## config.mk

```make
export PLATFORM = sky130hd
export DESIGN_NAME = seq_tx
export DESIGN_NICKNAME = d
export VERILOG_FILES = /design/src/rtl/seq_tx.sv
export SDC_FILE = /design/constraint.sdc
export NUM_CORES = 1
export LEC_CHECK = 0
export CORE_UTILIZATION = 40
export CTS_CLUSTER_DIAMETER = 60
export DETAILED_ROUTE_END_ITERATION = 7
export PLACE_DENSITY = 0.68
export SETUP_SLACK_MARGIN = 0.05
export SYNTH_ARGS = -nofsm -noshare
export SYNTH_HDL_FRONTEND = slang
export SYNTH_SLANG_ARGS = --single-unit
```

## constraint.sdc

```tcl
create_clock -name clk -period 1.6 [get_ports clk]
set_input_delay 0.16 -clock clk [delete_from_list [all_inputs] [get_ports clk]]
set_output_delay 0.16 -clock clk [all_outputs]
set_load 0.02 [all_outputs]
```

## src/rtl/seq_tx.sv

```systemverilog
// Serial pattern transmitter: sends a latched pattern MSB-first REPS times with GAP idle cycles between frames.
// Define TX_PARITY_EN to append an even-parity bit to every frame.
module seq_tx #(
  parameter int PAT_W = 4,
  parameter int CNT_W = 4,
  parameter int GAP   = 1
) (
  input  logic             clk,
  input  logic             rst,
  input  logic             start,
  input  logic [PAT_W-1:0] pattern,
  input  logic [CNT_W-1:0] reps,
  input  logic             abort,
  output logic             out,
  output logic             valid,
  output logic             busy,
  output logic             done
);

`ifdef TX_PARITY_EN
  localparam int F = PAT_W + 1;
`else
  localparam int F = PAT_W;
`endif
  localparam int PW = $clog2(F);
  localparam int GW = (GAP > 1) ? $clog2(GAP) : 1;
  localparam logic [PW-1:0] POS_LAST = PW'(F - 1);
  localparam logic [GW-1:0] GAP_LAST = GW'((GAP > 0) ? GAP - 1 : 0);

  typedef enum logic [1:0] {S_IDLE, S_SHIFT, S_GAP, S_DONE} state_t;

  state_t           state_q, state_d;
  logic [PW-1:0]    pos_q, pos_d;
  logic [CNT_W-1:0] rem_q, rem_d;
  logic [GW-1:0]    gap_q, gap_d;
  logic [PAT_W-1:0] pat_q, pat_d;
  logic             out_d, valid_d, busy_d, done_d;

  // Bit p of a frame, counting from the MSB; the slot after the LSB carries parity.
  function automatic logic frame_bit(input logic [PAT_W-1:0] pat, input logic [PW-1:0] p);
    logic [PAT_W-1:0] sh;
`ifdef TX_PARITY_EN
    if (p == PW'(PAT_W)) return ^pat;
`endif
    sh = pat << p;
    return sh[PAT_W-1];
  endfunction

  always_comb begin
    state_d = state_q;
    pos_d   = pos_q;
    rem_d   = rem_q;
    gap_d   = gap_q;
    pat_d   = pat_q;
    out_d   = 1'b0;
    valid_d = 1'b0;
    busy_d  = 1'b0;
    done_d  = 1'b0;
    case (state_q)
      S_IDLE: begin
        if (start && !abort) begin
          pat_d = pattern;
          if (reps != '0) begin
            state_d = S_SHIFT;
            pos_d   = '0;
            rem_d   = reps;
            out_d   = pattern[PAT_W-1];
            valid_d = 1'b1;
            busy_d  = 1'b1;
          end else begin
            state_d = S_DONE;
            done_d  = 1'b1;
          end
        end
      end
      S_SHIFT: begin
        if (abort) begin
          state_d = S_IDLE;
        end else if (pos_q != POS_LAST) begin
          pos_d   = pos_q + 1'b1;
          out_d   = frame_bit(pat_q, pos_q + 1'b1);
          valid_d = 1'b1;
          busy_d  = 1'b1;
        end else begin
          // rem_q counts frames still owed including this one, so it never wraps
          rem_d = rem_q - 1'b1;
          if (rem_q == CNT_W'(1)) begin
            state_d = S_DONE;
            done_d  = 1'b1;
          end else if (GAP > 0) begin
            state_d = S_GAP;
            gap_d   = '0;
            busy_d  = 1'b1;
          end else begin
            pos_d   = '0;
            out_d   = pat_q[PAT_W-1];
            valid_d = 1'b1;
            busy_d  = 1'b1;
          end
        end
      end
      S_GAP: begin
        if (abort) begin
          state_d = S_IDLE;
        end else if (gap_q == GAP_LAST) begin
          state_d = S_SHIFT;
          pos_d   = '0;
          out_d   = pat_q[PAT_W-1];
          valid_d = 1'b1;
          busy_d  = 1'b1;
        end else begin
          gap_d  = gap_q + 1'b1;
          busy_d = 1'b1;
        end
      end
      S_DONE: state_d = S_IDLE;
      default: state_d = S_IDLE;
    endcase
  end

  always_ff @(posedge clk or negedge rst) begin
    if (!rst) begin
      state_q <= S_IDLE;
      pos_q   <= '0;
      rem_q   <= '0;
      gap_q   <= '0;
      pat_q   <= '0;
      out     <= 1'b0;
      valid   <= 1'b0;
      busy    <= 1'b0;
      done    <= 1'b0;
    end else begin
      state_q <= state_d;
      pos_q   <= pos_d;
      rem_q   <= rem_d;
      gap_q   <= gap_d;
      pat_q   <= pat_d;
      out     <= out_d;
      valid   <= valid_d;
      busy    <= busy_d;
      done    <= done_d;
    end
  end

endmodule

```

Yosys cells after proc, flatten, opt, wreduce, memory -nomap -nowiden. Cells that the tools add are included.

Bits in registers: 17. Bits in read-only memories: 0. Memories: 0. Memory bits (writable): 0. Logic and storage cells: 91. Bits in latches: 0. Output and inout bits: 4.

Bitwise gates (word level): 0. Shift operators: 1. Multiply operators: 0. $add $sub $neg: 3. Mux-type cells: 51. Reductions and logical operators: 12. Eq/ne operators: 15. Div/mod/pow operators: 0. Magnitude comparators: 0.

Operators by type and width (count): $mux W1 (27); $mux W2 (12); $ne A2 B2 Y1 const B (9); $mux W4 (4); $reduce_and A5 Y1 (2); $pmux W1 S3 (3); $pmux W2 S4 (1); $pmux W4 S2 (1); $reduce_and A7 Y1 (1); $ne A3 B3 Y1 const B (2); $pmux W2 S3 (1); $eq A2 B2 Y1 const B (2); $eq A4 B1 Y1 const B (1); $pmux W1 S2 (2); $reduce_bool A2 Y1 (2); $reduce_bool A4 Y1 (1); $shl A4 B2 Y4 (1); $sub A4 B1 Y4 const B (1); $reduce_and A3 Y1 (1); $reduce_bool A3 Y1 (1); $add A2 B1 Y2 const B (1); $eq A2 B1 Y1 const B (1); $logic_not A2 Y1 (1); $reduce_and A2 Y1 (1); 3 further kinds (3).

Depth between registers and ports, before layout. Gate-level depths: netlist of run 1.

Word-level depth: 5. Depth in mapped cells: 5. Mapped depth without buffers: 5.

Least setup slack after synthesis of run 1. No wires, ideal clock.

Path kind: reg-to-reg. Start point: reg pos_q[0]. End point: reg out. Buffers on the path: 0. Stages on the path, launching flop included: 4. Path slack: -0.105 ns. Required time: 1.473 ns. Arrival time: 1.578 ns. Library setup time: 0.127 ns. Cells stage by stage: dfrtp_1 ha_1 mux4_2 a221o_2.

Longest elaborated chain between the ends: 5.

Ends and longest elaborated chain: start: declaration (line 33) `logic [PW-1:0] pos_q, pos_d;`; start signal: assignment (line 134) `pos_q <= pos_d;`; $add A2 B1 Y2 (line 81) `out_d = frame_bit(pat_q, pos_q + 1'b1);`; $shl A4 B2 Y4 (line 45) `sh = pat << p;`; $mux W1 * (line 79) `end else if (pos_q != POS_LAST) begin`; $mux W1 * (line 77) `if (abort) begin`; $pmux W1 S3 * (line 59) `case (state_q)`; net out_d (line 37) `logic out_d, valid_d, busy_d, done_d;`; end signal: assignment (line 138) `out <= out_d;`; end: declaration (line 14) `output logic out,`.

The timed path passes the listed nets; every way through them passes the cells marked *. A chain may end at the register's enable or synchronous reset.

Final worst setup path of run 1.
Start point: reg pos_q[1]. End point: reg out.

Same word-level chain as after synthesis.

==> results.ini, run 1 <==
[worst_setup_path]
required_ps = 1780
cpPeakStageDelay_ps = 480
crit_slowest_cell = mux4_2
reg2reg_slack_ps = -70
cp-start-kind = flop
cp.arrival_ps = 1840
worstPathMaxFanout = 2
cp-end-kind = flop
crit_chain = ha_4 > mux4_2 > a221o_2
crit_type = reg -> reg

[status]
failed_checks = negative setup slack
outcome = finished with violations

[timing]
fmax_mhz = 601
slew_violations = 0
worst_slack_ps = -65.3
worstMarginPinSlew_ps = 395
finalHoldViolCount = 0
rsz0062_at_grt = true
setup_viol = 1
hold_slack_ps = 151
finalCriticalPeriod_ps = 1670
slew_headroom_pct = 73.6
fin_skew_ps = 5.84
timing.final.crit_share_pct = 104

[final_layout]
multiInputGateArea_sq_um = 510
final_area_sq_mm = 0.00125
nets = 140
fin_cells = 149
syn_to_final_growth_pct = 37.5
antennaDiodeCount = 0
drive_above_1_share_pct = 23.8
regArea_sq_um = 400
fillers = 188

[cts]
cts_htree_levels = 1
cts_root_buf = clkbuf_4
clockBufferDepth = 2
ctsHoldBuffers = 0
cts.sinks = 16
cts_tree = yes
cts_buffers = 3
clock_latency_ps = 290
clkTransAtPathRegs_ps = 90

[placed_design]
place_inst = 146
gp_congestion = 0.833
io_buffer_count = 15
hpwl_mm = 1.63
place_area_sq_mm = 0.00121

[drt]
wl_per_cell_um = 14.0
ant_nets = 0
drc = 0
first_pass_iters = 4
vias_per_cell = 5.61
routed_wl_mm = 2.09
dr_total_vias = 836
first_iter_violations = 10

[synth]
synth_common_cells = 16 x dfrtp_1, 16 x nand2_1, 5 x a21oi_1, 5 x o211ai_1
postSynthCellCount = 92
synth_area_leaders = dfrtp_1 44%, nand2_1 6.6%, ha_1 5.5%, o211ai_1 4.1%, nor3b_1 3.3%
ys_warn_count = 0
yosysTopAreaCell = dfrtp_1
synth_flop_cell = dfrtp_1
synth_edf_count = 0
yosysUniqueCellTypes = 34
netlist.area_leader.share_pct = 44.0
netlist_area_sq_um = 911
syn_avg_cell_area_sq_um = 9.90
ys_ff_latch = 16
ys_seq_area_share_pct = 44.0
async_flop_share_pct = 100
synth_fp_nets = 108

[floorplan]
die_w_um = 49.7
coreArea_sq_mm = 0.00204
placementRows = 16
boundaryPins = 16
die_area_sq_mm = 0.00247
dieHeight_um = 49.7
start_util_pct = 44.6

[grt]
top_usage_layer = met1
gr-usage-met2_pct = 28.6
grtUsageMet1_pct = 29.2
use_met3_pct = 4.01
grt_remaining_overflow = 0
grt_pass1_vias = 824
grt_pass1_wl_mm = 3.75
antenna_found_initial = 0
grt_usage_pct = 20.5
grt_start_max_net_pins = 15

[power]
finalPower_mw = 1.43
p_sw_share_pct = 34.7
p_seq_share_pct = 43.2
internal_power_uw = 931
p_comb_share_pct = 41.9
ir_worst_vdd_v = 0.000908
power.density_mw_per_mm2 = 1140
p_leak_nw = 0.549
p_sw_uw = 495
clkPwrFrac_pct = 14.9

[job]
drv_cap = 0

[hold_path]
hold_path.class = in -> async

-- state kept, by name, summed over array words and instances (netlist names) --
signal	flops
pat_q	4
out	1
done	1
state_q	2
valid	1
rem_q	4
pos_q	2
busy	1
-- cells by family after synthesis --
group	Yosys count	share of synthesized area [%]
buffers and inverters	8	3.30
adders and majority gates	4	5.49
and+or+nand+nor	40	25.8
muxes	3	4.67
DFF	16	44.0
AOI/OAI and AO/OA	21	16.8
-- path summary, 6_finish.rpt --
kind	from	end	cells past startpoint
max in group asynchronous	rst	pat_q[3]$_DFFE_PN0P_	2
worst min-delay path	rst	done$_DFF_PN0_	1
worst min register to register	pat_q[0]$_DFFE_PN0P_	pat_q[0]$_DFFE_PN0P_	2
worst max-delay path	pos_q[1]$_DFFE_PN0P_	out$_DFF_PN0_	3
min in group clk	pattern[1]	pat_q[1]$_DFFE_PN0P_	3
worst max register to register	pos_q[1]$_DFFE_PN0P_	out$_DFF_PN0_	3
-- power by group through the flow --
stage	clock network, mW	registers [mW]	logic, mW
floorplan	0	0.625	0.349
global placement	0	0.612	0.581
detailed placement	0	0.616	0.592
CTS	0.215	0.610	0.593
global route	0.238	0.637	0.680
finish	0.212	0.617	0.598
-- per-layer routing --
metal,part of all wire (%),vias up,routed length [um]
met5,0,-,0
met1,49,405,1020
met4,2.1,0,44
met3,3.4,5,71
li1,-,406,-
met2,46,20,954
-- through the flow --
step / setup slack (ps) / utilization (%) / setup TNS (ps)
detailed placement: -189 / 59.4 / -1170
global route: -101 / 61.3 / -101
finish: -65.3 / 61.3 / -65.3
global placement: -156 / 59.4 / -1080
floorplan: -50.5 / - / -50.5
CTS: -68.9 / 60.5 / -68.9
-- timing repair --
action                                  in CTS  in global routing
buffers inserted                             0                  0
pin swaps                                    1                  1
endpoints found under the setup margin       1                  8
resized for setup                            0                  4
-- worst max-delay path: cells and delay by family, from the launching register on --
kind | cells | cell delay (ps)
mux | 1 | 480
compound gates | 1 | 360
fa+ha+maj | 1 | 290
flops | 1 | 430
-- layout make-up --
type                       count  share of cell area, %
clock buffer                   3                   1.80
inverter                       4                   1.20
multi-input combinational     68                   40.8
sequential                    16                   32.0
tap                           27                   2.70
timing repair buffer          31                   21.6
-- cells in the final DEF, fill, tap and decap left out, types with 2 or more instances in the layout --
cell             count
clkdlybuf4s50_1     15
ha_1                 3
nor2_1               4
nor4b_2              2
mux2i_1              2
inv_1                4
nor3_1               2
a21oi_1              5
clkbuf_4             3
nand2_1             16
nor3b_1              3
nor2b_1              2
o211ai_1             5
dfrtp_1             16
buf_4               16
a22oi_1              2
Power figures use the tool's default switching activity.
==> run 2, diff against run 1 <==
Settings changed: CAP_MARGIN from default to 20, SKIP_CTS_REPAIR_TIMING from default to 1.
==> results of run 2 <==
Final layout, timing and power as in run 1 (identical DEF).
Main changes from that run: via count of the first global-routing pass 824 -> 823
==> run 3, diff against run 2 <==
Settings changed: SLEW_MARGIN from default to 20.
==> results of run 3 <==
Final layout, timing and power as in run 1 (identical DEF).
Main changes from that run: via count of the first global-routing pass 824 -> 823
